## src/rtl/ldtu_link_ctrl.sv

```systemverilog
// Output-link sequencer for the LiTE-DTU: synch pattern, encoder/FIFO flush, then data,
// with calibration and ATU test modes overriding the normal bring-up.
module ldtu_link_ctrl #(
    parameter int SYNCH_MIN    = 16,
    parameter int FLUSH_CYCLES = 4,
    parameter int CNT_BITS     = 5
) (
    input  logic       CLK,
    input  logic       RST_b,
    input  logic       CALIBRATION_BUSY,
    input  logic       TEST_ENABLE,
    input  logic       synch_start,
    input  logic       synch_stop,
    input  logic       flush_req,
    output logic       synch,
    output logic       flush_b,
    output logic       run,
    output logic       atu_sel,
    output logic [2:0] state,
    output logic [7:0] flush_cnt
);

    typedef enum logic [2:0] {
        ST_IDLE  = 3'd0,
        ST_SYNCH = 3'd1,
        ST_FLUSH = 3'd2,
        ST_RUN   = 3'd3,
        ST_CALIB = 3'd4,
        ST_TEST  = 3'd5
    } state_t;

    localparam logic [CNT_BITS-1:0] SYNCH_MIN_C  = CNT_BITS'(SYNCH_MIN);
    localparam logic [CNT_BITS-1:0] FLUSH_LAST_C = CNT_BITS'(FLUSH_CYCLES);

    state_t              state_q, state_d;
    logic [CNT_BITS-1:0] cnt_q, cnt_d;
    logic                stop_pend_q, stop_pend_d;
    logic [7:0]          flush_cnt_q, flush_cnt_d;
    logic                synch_q, synch_d;
    logic                flush_b_q, flush_b_d;
    logic                run_q, run_d;
    logic                atu_sel_q, atu_sel_d;

    function automatic logic [CNT_BITS-1:0] sat_inc(input logic [CNT_BITS-1:0] v,
                                                    input logic [CNT_BITS-1:0] lim);
        return (v >= lim) ? lim : v + CNT_BITS'(1);
    endfunction

    always_comb begin
        state_d     = state_q;
        cnt_d       = cnt_q;
        stop_pend_d = stop_pend_q;
        flush_cnt_d = flush_cnt_q;

        if (CALIBRATION_BUSY) begin
            state_d = ST_CALIB;
        end else if (TEST_ENABLE) begin
            state_d = ST_TEST;
        end else begin
            case (state_q)
                ST_IDLE:  state_d = ST_SYNCH;
                ST_SYNCH: begin
                    // cnt_d is the number of SYNCH cycles completed at this edge,
                    // so the exit lands after exactly SYNCH_MIN cycles.
                    cnt_d = sat_inc(cnt_q, SYNCH_MIN_C);
                    if (synch_stop) stop_pend_d = 1'b1;
                    if ((cnt_d == SYNCH_MIN_C) && (stop_pend_q || synch_stop))
                        state_d = ST_FLUSH;
                end
                ST_FLUSH: begin
                    if (synch_start) begin
                        state_d = ST_SYNCH;
                    end else begin
                        cnt_d = cnt_q + CNT_BITS'(1);
                        if (cnt_d == FLUSH_LAST_C) begin
                            state_d     = ST_RUN;
                            flush_cnt_d = flush_cnt_q + 8'd1;
                        end
                    end
                end
                ST_RUN: begin
                    if (synch_start)    state_d = ST_SYNCH;
                    else if (flush_req) state_d = ST_FLUSH;
                end
                ST_CALIB: state_d = ST_SYNCH;
                ST_TEST:  state_d = ST_SYNCH;
                default:  state_d = ST_IDLE;
            endcase
        end

        if (state_d != state_q) begin
            cnt_d       = '0;
            stop_pend_d = 1'b0;
        end

        synch_d   = (state_d == ST_SYNCH);
        flush_b_d = (state_d != ST_FLUSH);
        run_d     = (state_d == ST_RUN);
        atu_sel_d = (state_d == ST_TEST);
    end

    always_ff @(posedge CLK or negedge RST_b) begin
        if (!RST_b) begin
            state_q     <= ST_IDLE;
            cnt_q       <= '0;
            stop_pend_q <= 1'b0;
            flush_cnt_q <= 8'd0;
            synch_q     <= 1'b0;
            flush_b_q   <= 1'b1;
            run_q       <= 1'b0;
            atu_sel_q   <= 1'b0;
        end else begin
            state_q     <= state_d;
            cnt_q       <= cnt_d;
            stop_pend_q <= stop_pend_d;
            flush_cnt_q <= flush_cnt_d;
            synch_q     <= synch_d;
            flush_b_q   <= flush_b_d;
            run_q       <= run_d;
            atu_sel_q   <= atu_sel_d;
        end
    end

    assign state     = state_q;
    assign flush_cnt = flush_cnt_q;
    assign synch     = synch_q;
    assign flush_b   = flush_b_q;
    assign run       = run_q;
    assign atu_sel   = atu_sel_q;

endmodule

```

## config.mk

```make
export PLATFORM = sky130hd
export DESIGN_NAME = ldtu_link_ctrl
export DESIGN_NICKNAME = d
export VERILOG_FILES = /design/src/rtl/ldtu_link_ctrl.sv
export SDC_FILE = /design/constraint.sdc
export NUM_CORES = 1
export LEC_CHECK = 0
export ABC_CLOCK_PERIOD_IN_PS = 2600
export CORE_MARGIN = 3
export CORE_UTILIZATION = 26
export CTS_CLUSTER_SIZE = 30
export DETAILED_ROUTE_END_ITERATION = 7
export PLACE_DENSITY_LB_ADDON = 0.12
export SYNTH_ARGS = -nofsm -noshare
export SYNTH_HDL_FRONTEND = slang
export SYNTH_SLANG_ARGS = --single-unit
```

## constraint.sdc

```tcl
create_clock -name CLK -period 2.6 [get_ports CLK]
set_input_delay 0.26 -clock CLK [delete_from_list [all_inputs] [get_ports CLK]]
set_output_delay 0.26 -clock CLK [all_outputs]
set_load 0.02 [all_outputs]
```

# ---- Yosys cells after proc, flatten, opt, wreduce, memory -nomap -nowiden
# Cells that the tools add are included.
dict set report totals {
  regBits 21
  input_bits 7
  out_inout_bits 15
  word_cells 58
}
dict set report classes {
  add_sub_neg 2
  n_lt_le_gt_ge 1
  eq_ne 15
  mux 19
  bitwise_logic 3
  n_reduce_logical 10
}
# operator n
set ops {}
lappend ops {{$mux 5} 5}
lappend ops {{$mux 3} 7}
lappend ops {{$pmux 3 s4} 1}
lappend ops {{$pmux 5 s2} 1}
lappend ops {{$eq 3x2->1 const B} 3}
lappend ops {{$eq 3x3->1 const B} 3}
lappend ops {{$add 8x1->8 const B} 1}
lappend ops {{$reduce_and 4->1} 2}
lappend ops {{$eq 3x1->1 const B} 2}
lappend ops {{$add 5x1->5 const B} 1}
lappend ops {{$eq 5x3->1 const B} 1}
lappend ops {{$eq 5x5->1 const B} 1}
lappend ops {{$ge 5x5->1 const B} 1}
lappend ops {{$mux 1} 5}
lappend ops {{$reduce_and 5->1} 1}
lappend ops {{$ne 2x1->1 const B} 2}
lappend ops {{$reduce_bool 2->1} 2}
lappend ops {{$logic_not 3->1} 1}
lappend ops {{$ne 3x2->1 const B} 1}
lappend ops {{$ne 3x3->1} 1}
lappend ops {{$ne 3x3->1 const B} 1}
lappend ops {{$not 1->1} 3}
lappend ops {{$reduce_bool 3->1} 1}
lappend ops {{$reduce_or 3->1} 1}
lappend ops {{2 further kinds} 2}

# ---- Depth between registers and ports, before layout
# Gate-level depths: netlist of the first run.
dict set report depth {
  ltp_word 11
  depth_mapped 7
}

# ---- Least setup slack after synthesis of the first run
# Ideal clock, no wire load.
dict set report synth_timing {
  kind {register to register}
  from {register cnt_q[0]}
  to {register cnt_q[0]}
  setup_ns 0.148
  arrival_time_ns 1.824
  setup_slack_ns 0.627
  path_stages_with_launch 8
  path_buffers 0
  period_less_slack_ns 1.973
  cell_sequence {dfrtp_1 -> inv_1 -> ha_1 -> nand3b_1 -> a211oi_2 -> nor4_1 -> nor3_1 -> nor3_1}
}
dict set report synth_via {
  elab_chain_cells 11
  elab_cells_between_ends 23
}
# item line
set synth_lines {}
lappend synth_lines {{start, declared} 36} ;# logic [CNT_BITS-1:0] cnt_q, cnt_d;
lappend synth_lines {{start signal, assigned} 114} ;# cnt_q <= cnt_d;
lappend synth_lines {{$add 5x1->5 or $ge 5x5->1 (tied branches)} {46, 74}}
lappend synth_lines {{$mux 5} 46} ;# return (v >= lim) ? lim : v + CNT_BITS'(1);
lappend synth_lines {{$eq 5x5->1} 67} ;# if ((cnt_d == SYNCH_MIN_C) && (stop_pend_q || synch_stop))
lappend synth_lines {{$logic_and 1x1->1} 67}
lappend synth_lines {{$mux 3} 67}
lappend synth_lines {{$pmux 3 s4} 60} ;# case (state_q)
lappend synth_lines {{$mux 3} 57} ;# end else if (TEST_ENABLE) begin
lappend synth_lines {{$mux 3} 55} ;# if (CALIBRATION_BUSY) begin
lappend synth_lines {{$ne 3x3->1} 91} ;# if (state_d != state_q) begin
lappend synth_lines {{$ne 3x3->1 (no line) (tied with other cells)} n/a}
lappend synth_lines {{$reduce_and 4->1 (no line)} n/a}
# Parallel ways exist; a longest one is shown, timed or not. The select of a mux whose other input is x is not followed.
# A chain may end at the register's enable or synchronous reset.

# ---- Worst setup path after layout of the first run
dict set report layout_timing {
  from {input port CALIBRATION_BUSY}
  to {register cnt_q[0]}
}
dict set report layout_via {
  elab_chain_cells 4
  elab_cells_between_ends 8
}
# item line
set layout_lines {}
lappend layout_lines {{start, declared} 10} ;# input logic CALIBRATION_BUSY,
lappend layout_lines {{$mux 3} 55}
lappend layout_lines {{$ne 3x3->1} 91}
lappend layout_lines {{$ne 3x3->1 (no line) (tied with other cells)} n/a}
lappend layout_lines {{$reduce_and 4->1 (no line)} n/a}
# Parallel ways exist; a longest one is shown, timed or not.

==> results of run 1 <==
-- power groups by stage --
stage | clock network [mW] | logic (mW) | registers (mW)
2_1_floorplan | 0 | 0.0204 | 0.344
3_3_place_gp | 0 | 0.0553 | 0.342
3_5_place_dp | 0 | 0.0545 | 0.342
4_1_cts | 0.223 | 0.0547 | 0.336
5_1_grt | 0.237 | 0.0601 | 0.337
6_report | 0.213 | 0.0535 | 0.336
-- flip-flops by register name, summed over array words and instances, names as in the netlist --
register,cells
flush_b,1
stop_pend_q,1
state,3
cnt_q,5
flush_cnt,8
synch,1
atu_sel,1
run,1
-- logic make-up (layout without fill, tap and decap cells) --
logic type | count (synthesis) | count (layout) | synth area share [%]
DFF | 21 | 21 | 48.2
and+or+nand+nor | 46 | 46 | 24.6
muxes | 2 | 2 | 1.95
adders and majority gates | 3 | 3 | 3.44
xor gates and xnor gates | 7 | 7 | 5.61
buffers and inverters | 9 | 33 | 3.44
AOI/OAI and AO/OA | 20 | 20 | 12.7
-- layout by cell type, fill, tap and decap left out, types with 3 or more instances in the layout --
cell / instances
and3_1: 3
clkdlybuf4s50_1: 21
xnor2_1: 6
ha_1: 3
nand2b_1: 3
nor3_1: 10
clkbuf_8: 3
nand2_1: 3
a31oi_1: 5
dfrtp_1: 20
nand4_1: 5
a21oi_1: 5
nor2_1: 8
o21ai_0: 3
inv_1: 6
-- cell type report --
cell class              count  area share, %
clock buffers               4           3.20
inverters                   6           1.60
multi-input cells          78           37.5
flip-flops and latches     21           37.4
well taps                  48           4.27
repair buffers             23           16.0
-- metrics by stage --
step | std cells | hold slack [ns] | total power [mW] | utilization (%)
after floorplan | 108 | -0.0356 | 0.364 | -
after global placement | 176 | 0.467 | 0.397 | 35.4
after detailed placement | 176 | 0.468 | 0.397 | 35.4
after CTS | 180 | 0.354 | 0.613 | 36.5
after global routing | 180 | 0.373 | 0.634 | 36.5
final | 180 | 0.343 | 0.603 | 36.5
-- critical path: stages --
cell	delay (ns)
clkdlybuf4s50_1	0.55
or2_1	0.41
a211oi_1	0.26
a31oi_1	0.07
a221o_1	0.38
nor3_1	0.21
-- how the worst min path moves through the flow --
stage	startpoint	end	slack, ns	cells after the start
floorplan	RST_b	atu_sel	-0.04	0
global placement	flush_cnt[7]	flush_cnt[7]	0.47	1
detailed placement	flush_cnt[7]	flush_cnt[7]	0.47	1
CTS	RST_b	flush_cnt[7]	0.35	2
global route	RST_b	atu_sel	0.37	2
finish	RST_b	flush_cnt[7]	0.34	2
-- routing by layer --
| metal | vias to the layer above | GRT usage, % | wire length [um] |
|---|---|---|---|
| met4 | 0 | 2.51 | 19 |
| met5 | - | 0 | 0 |
| met3 | 2 | 2.98 | 105 |
| met2 | 23 | 16.4 | 1090 |
| met1 | 416 | 13.8 | 1090 |
| li1 | 440 | - | - |
==> summary.md, run 1 <==
| Metric | Value |
|---|---|
| Status | `finished, final reports clean` |
| Critical R2R Launch | `cnt_q[0]` |
| Mapped Area | `1090 um^2` |
| Relative slew slack | `71.8%` |
| Tot GR Track Use | `10.3%` |
| Fin worst setup slack | `0.627 ns` |
| Hold Path Class | `in -> async` |
| NumNets Final | `143` |
| Most common cell in the netlist | `dfrtp_1` |
| Logic pwr share | `8.9%` |
| Ant. Diodes | `0` |
| Seq/Total Area, Yosys | `48.2%` |
| Final hold violation count | `0` |
| CTS tree | `built` |
| DR vias | `881` |
| Synth warn | `0` |
| Primary FF master, synth | `dfrtp_1` |
| Core Area | `3850 um^2` |
| Pleak | `0.556 nW` |
| Finished Cell Area | `1410 um^2` |
| Seq pwr share | `55.7%` |
| Cell Pwr Density | `428 nW/um^2` |
| Synth cell count leaders | `dfrtp_1 (20), nor3_1 (10), nor2_1 (8)` |
| CTS Buf Count | `3` |
| Routed Antenna Nets | `0` |
| Register area | `527 um^2` |
| Clock power share | `35.4%` |
| #FFs+latches synth | `21` |
| Clk_lat worst skew | `0.26 ns` |
| Via-per-instance ratio | `4.89` |
| Setup slack at placement | `0.356 ns` |
| Vias in the first global route | `915` |
| Starting density of the core | `28.3%` |
| Post-CTS Setup Inserts | `0` |
| Crit path DAT | `2.14 ns` |
| Iter 0 DRT Violations | `88` |
| VDD IR-drop max | `193 uV` |
| H-tree levels | `1` |
| Max Clk Rate | `0.507 GHz` |
| Syn Nets | `118` |
| Reg2reg path depth | `6` |
| Sw frac | `23.3%` |
| Max-Cap Viols | `0` |
| Drt first pass iters | `4` |
| Setup crit start | `CALIBRATION_BUSY` |
| Die width | `70.8 um` |
| RSZ-0062 raised after global routing | `false` |
| Die area | `5010 um^2` |
| P&R area growth vs syn | `28.9%` |
| Count of unique library cells instantiated by Yosys | `33` |
| Area leader, netlist | `dfrtp_1` |
| CP Class | `in -> reg` |
| Worst R2R Setup Slack | `0.63 ns` |
| Initial antenna violation count | `0` |
| Slew Viols, Final | `0` |
| CP Max Fanout | `8` |
| Worst Tran Pin Value | `0.423 ns` |
| P_sw | `0.141 mW` |
| Synth Area per Inst | `10.1 um^2` |
| Area after DPL | `1360 um^2` |
| Largest net degree at the start of global routing | `22` |
| Placer Congestion | `0.839` |
| # DRC | `0` |
| Endpoints failing setup | `0` |
| Clk buf depth | `2` |
| Share of Yosys cell area claimed by the top area cell type | `45.8%` |
| Top post-synthesis cells by area | `dfrtp_1 (46%), xnor2_1 (4.8%), nor3_1 (4.6%)` |
| Clock Pin Slew Worst Setup and Hold Paths | `0.08 ns` |
| FFs w/ async S/R, synth | `100%` |
| Worst clock skew | `0.00863 ns` |
| Final worst-path cycle share | `75.9%` |
| Filler instances | `397` |
| Post-layout min period | `1.97 ns` |
| Reg2reg end | `cnt_q[0]` |
| Clock Tree Root | `clkbuf_8` |
| Critical Path Source Type | `primary input` |
| WL final | `2310 um` |
| Num ports | `22` |
| WL/cell | `12.8 um` |
| Grt total ovfl | `0` |
| First-pass GRT wire length | `4200 um` |
| Required @ worst endpoint | `2.77 ns` |
| Crit end category | `flip-flop` |
| # rows | `22` |
| Gate Count Post-Synth | `108` |
| PortBufs | `21` |
| Setup TNS | `0 ns` |
| EDFF count, synth | `0` |
| Die Y | `70.8 um` |
| Detailed placer's ending HPWL | `1710 um` |
| Hold-fix buffers, CTS | `0` |
| Share of cells above drive strength 1 | `9.09%` |
| Multi-input gate area | `528 um^2` |
| Int Power | `0.462 mW` |
| CTS sink count | `21` |
| CP endpoint | `cnt_q[0]` |
| Resized Gates After CTS | `0` |
Power figures use the tool's default switching activity.
==> run 2: changes to the inputs <==
Settings changed: ABC_CLOCK_PERIOD_IN_PS 2600 to 1700.
Clock period 2.6 ns to 1.7 ns, I/O delays scaled along.
==> run 2 against run 1 <==
Against the previous run:
- wire length up 15%
- highest routed layer unchanged
- clock-buffer cell count shrank 1
- critical path depth up 1
- sequential power grew 51%
- largest power group unchanged
- total power grew 61%
- worst setup slack worse by 0.72 ns
- design area up 24%
- clock power grew 61%
- the flow now finishes with violations (setup timing)
- hold slack worse by 0.092 ns
- sequential cell count unchanged
- clock skew fell by 0.0046 ns
- die area did not move
==> summary.md, run 2 (synthesis gave the netlist of run 1 again) <==
| Metric | Value |
|---|---|
| Worst clock skew | `0.00400 ns (-0.00463 ns)` |
| Setup crit start | `cnt_q[0]` |
| Fin util | `45.5% (+8.9 points)` |
| Endpoints failing setup | `11 (+11)` |
| Violated checks | `setup timing` |
| # rows | `22 (unchanged)` |
| Iter 0 DRT Violations | `51 (-42%)` |
| Cell Pwr Density | `555 nW/um^2 (+30%)` |
| Status | `finished, violations left` |
| Final worst-path cycle share | `105%` |
| Via-per-instance ratio | `4.81 (-1.8%)` |
| RSZ-0062 raised after global routing | `true` |
| Clock Tree Root | `clkbuf_8` |
| Most common cell after layout, fill and taps aside | `buf_4` |
| Crit end category | `flip-flop` |
| NumNets Final | `172 (+20%)` |
| Post-layout min period | `1.79 ns` |
| Detailed placer's ending HPWL | `1980 um (+16%)` |
| Setup TNS | `-0.791 ns (-0.791 ns)` |
| Ant. Diodes | `0 (unchanged)` |
| CTS tree | `built` |
| Required @ worst endpoint | `1.89 ns (-0.88 ns)` |
| WL final | `2650 um (+15%)` |
| Max-Cap Viols | `0 (unchanged)` |
| Pleak | `0.704 nW (+27%)` |
| Num ports | `22 (unchanged)` |
| Tot GR Track Use | `11.6% (+1.3 points)` |
| Placer Congestion | `0.855 (+1.9%)` |
| WL/cell | `12.7 um (-1.2%)` |
| Critical R2R Launch | `cnt_q[0]` |
| CTS sink count | `21 (unchanged)` |
| Hold Path Class | `in -> async` |
| CTS Buf Count | `3 (unchanged)` |
| Most frequent cells in the layout | `buf_4 (28), clkdlybuf4s50_1 (21), dfrtp_1 (18)` |
| Critical Path Source Type | `flip-flop` |
| Die Y | `70.8 um (unchanged)` |
| Reg2reg path depth | `7 (+1)` |
| Max Clk Rate | `0.559 GHz` |
| Clk buf depth | `2 (unchanged)` |
| # DRC | `0 (unchanged)` |
| Hold-fix buffers, CTS | `0 (unchanged)` |
| CP Class | `reg -> reg` |
| PortBufs | `21 (unchanged)` |
| Largest net degree at the start of global routing | `22 (unchanged)` |
| Grt total ovfl | `0 (unchanged)` |
| P&R area growth vs syn | `60.4%` |
| Vias in the first global route | `1021 (+12%)` |
| First-pass GRT wire length | `4730 um (+13%)` |
| Final hold violation count | `0 (unchanged)` |
| Core Area | `3850 um^2 (unchanged)` |
| Drt first pass iters | `4 (unchanged)` |
| Fin worst setup slack | `-0.0900 ns (-0.717 ns)` |
| CP Max Fanout | `6 (-2)` |
| Clock Pin Slew Worst Setup and Hold Paths | `0.09 ns (about the same)` |
| Slew Viols, Final | `0 (unchanged)` |
| Relative slew slack | `79.3% (+7.5 points)` |
| DR vias | `1005 (+14%)` |
| VDD IR-drop max | `223 uV (+15%)` |
| Routed Antenna Nets | `0 (unchanged)` |
| Initial antenna violation count | `0 (unchanged)` |
| Die area | `5010 um^2 (unchanged)` |
| Crit path DAT | `1.98 ns (-0.16 ns)` |
| Die width | `70.8 um (unchanged)` |
| H-tree levels | `1 (unchanged)` |
| Worst Tran Pin Value | `0.308 ns (-0.115 ns)` |
| Starting density of the core | `28.3% (unchanged)` |
| Max reg flops | `8 (unchanged)` |
| Clk_lat worst skew | `0.26 ns (about the same)` |
| Share of cells above drive strength 1 | `39.8% (+31 points)` |
## run 2: cell types whose count changed in the layout (fill, tap and decap cells not counted), sizes merged
cell	delta
buf	+29
clkbuf	-1
clkinvlp	+1
## run 2: layer usage
layer / global-route usage [%] / vias to the layer above / routed length [um]
met1: 14.9 / 487 / 1220
met2: 18.9 / 17 / 1300
met5: 0 / - / 0
met3: 2.56 / 2 / 103
li1: - / 499 / -
met4: 4.38 / 0 / 24
## run 2: worst paths after layout
path / to / slack (ns)
setup / recovery: stop_pend_q / -0.09
hold / removal: flush_cnt[5] / 0.25
setup reg to reg: stop_pend_q / -0.09
hold reg to reg: flush_cnt[7] / 0.48
max in group asynchronous: flush_b / 1.17
min in group CLK: flush_cnt[7] / 0.48
## run 2: through the flow
step           total power, mW  instance area (um^2)  worst slack, ns  std cells  hold slack, ns
2_1_floorplan            0.561                  1140          -0.0180        108          -0.126
3_3_place_gp             0.631                  1580           -0.244        200           0.461
3_5_place_dp             0.630                  1580           -0.250        200           0.463
4_1_cts                  0.990                  1740           -0.164        209           0.259
5_1_grt                   1.02                  1750           -0.217        209           0.271
6_report                 0.972                  1750          -0.0900        209           0.251
## run 2: layout make-up
class / count / area, um^2
Multi-Input combinational cell: 78 / 637
Fill cell: 379 / 2100
Clock buffer: 3 / 41.3
Sequential cell: 21 / 529
Clock inverter: 1 / 7.51
Tap cell: 48 / 60.1
Inverter: 6 / 22.5
Timing Repair Buffer: 52 / 454
## run 2: report_power, final
| part | switching, mW | leakage [nW] | internal [mW] |
|---|---|---|---|
| sequential | 0.00360 | 0.280 | 0.505 |
| combinational | 0.0646 | 0.402 | 0.0553 |
| clock | 0.178 | 0.0217 | 0.166 |
| total | 0.246 | 0.704 | 0.726 |
## run 2: what timing repair did
item                                    in CTS  in global routing
resized for setup                           14                  4
pin swaps                                   12                  6
buffers inserted                             5                  0
endpoints found under the setup margin      11                 14
## run 2: worst max-delay path, cell delays in order, from the launching register on
cell and delay (ns):
dfrtp_1 0.42, ha_2 0.20, buf_4 0.14, nand3b_1 0.10
a211oi_2 0.09, buf_4 0.15, a221o_2 0.43, nor3_2 0.18
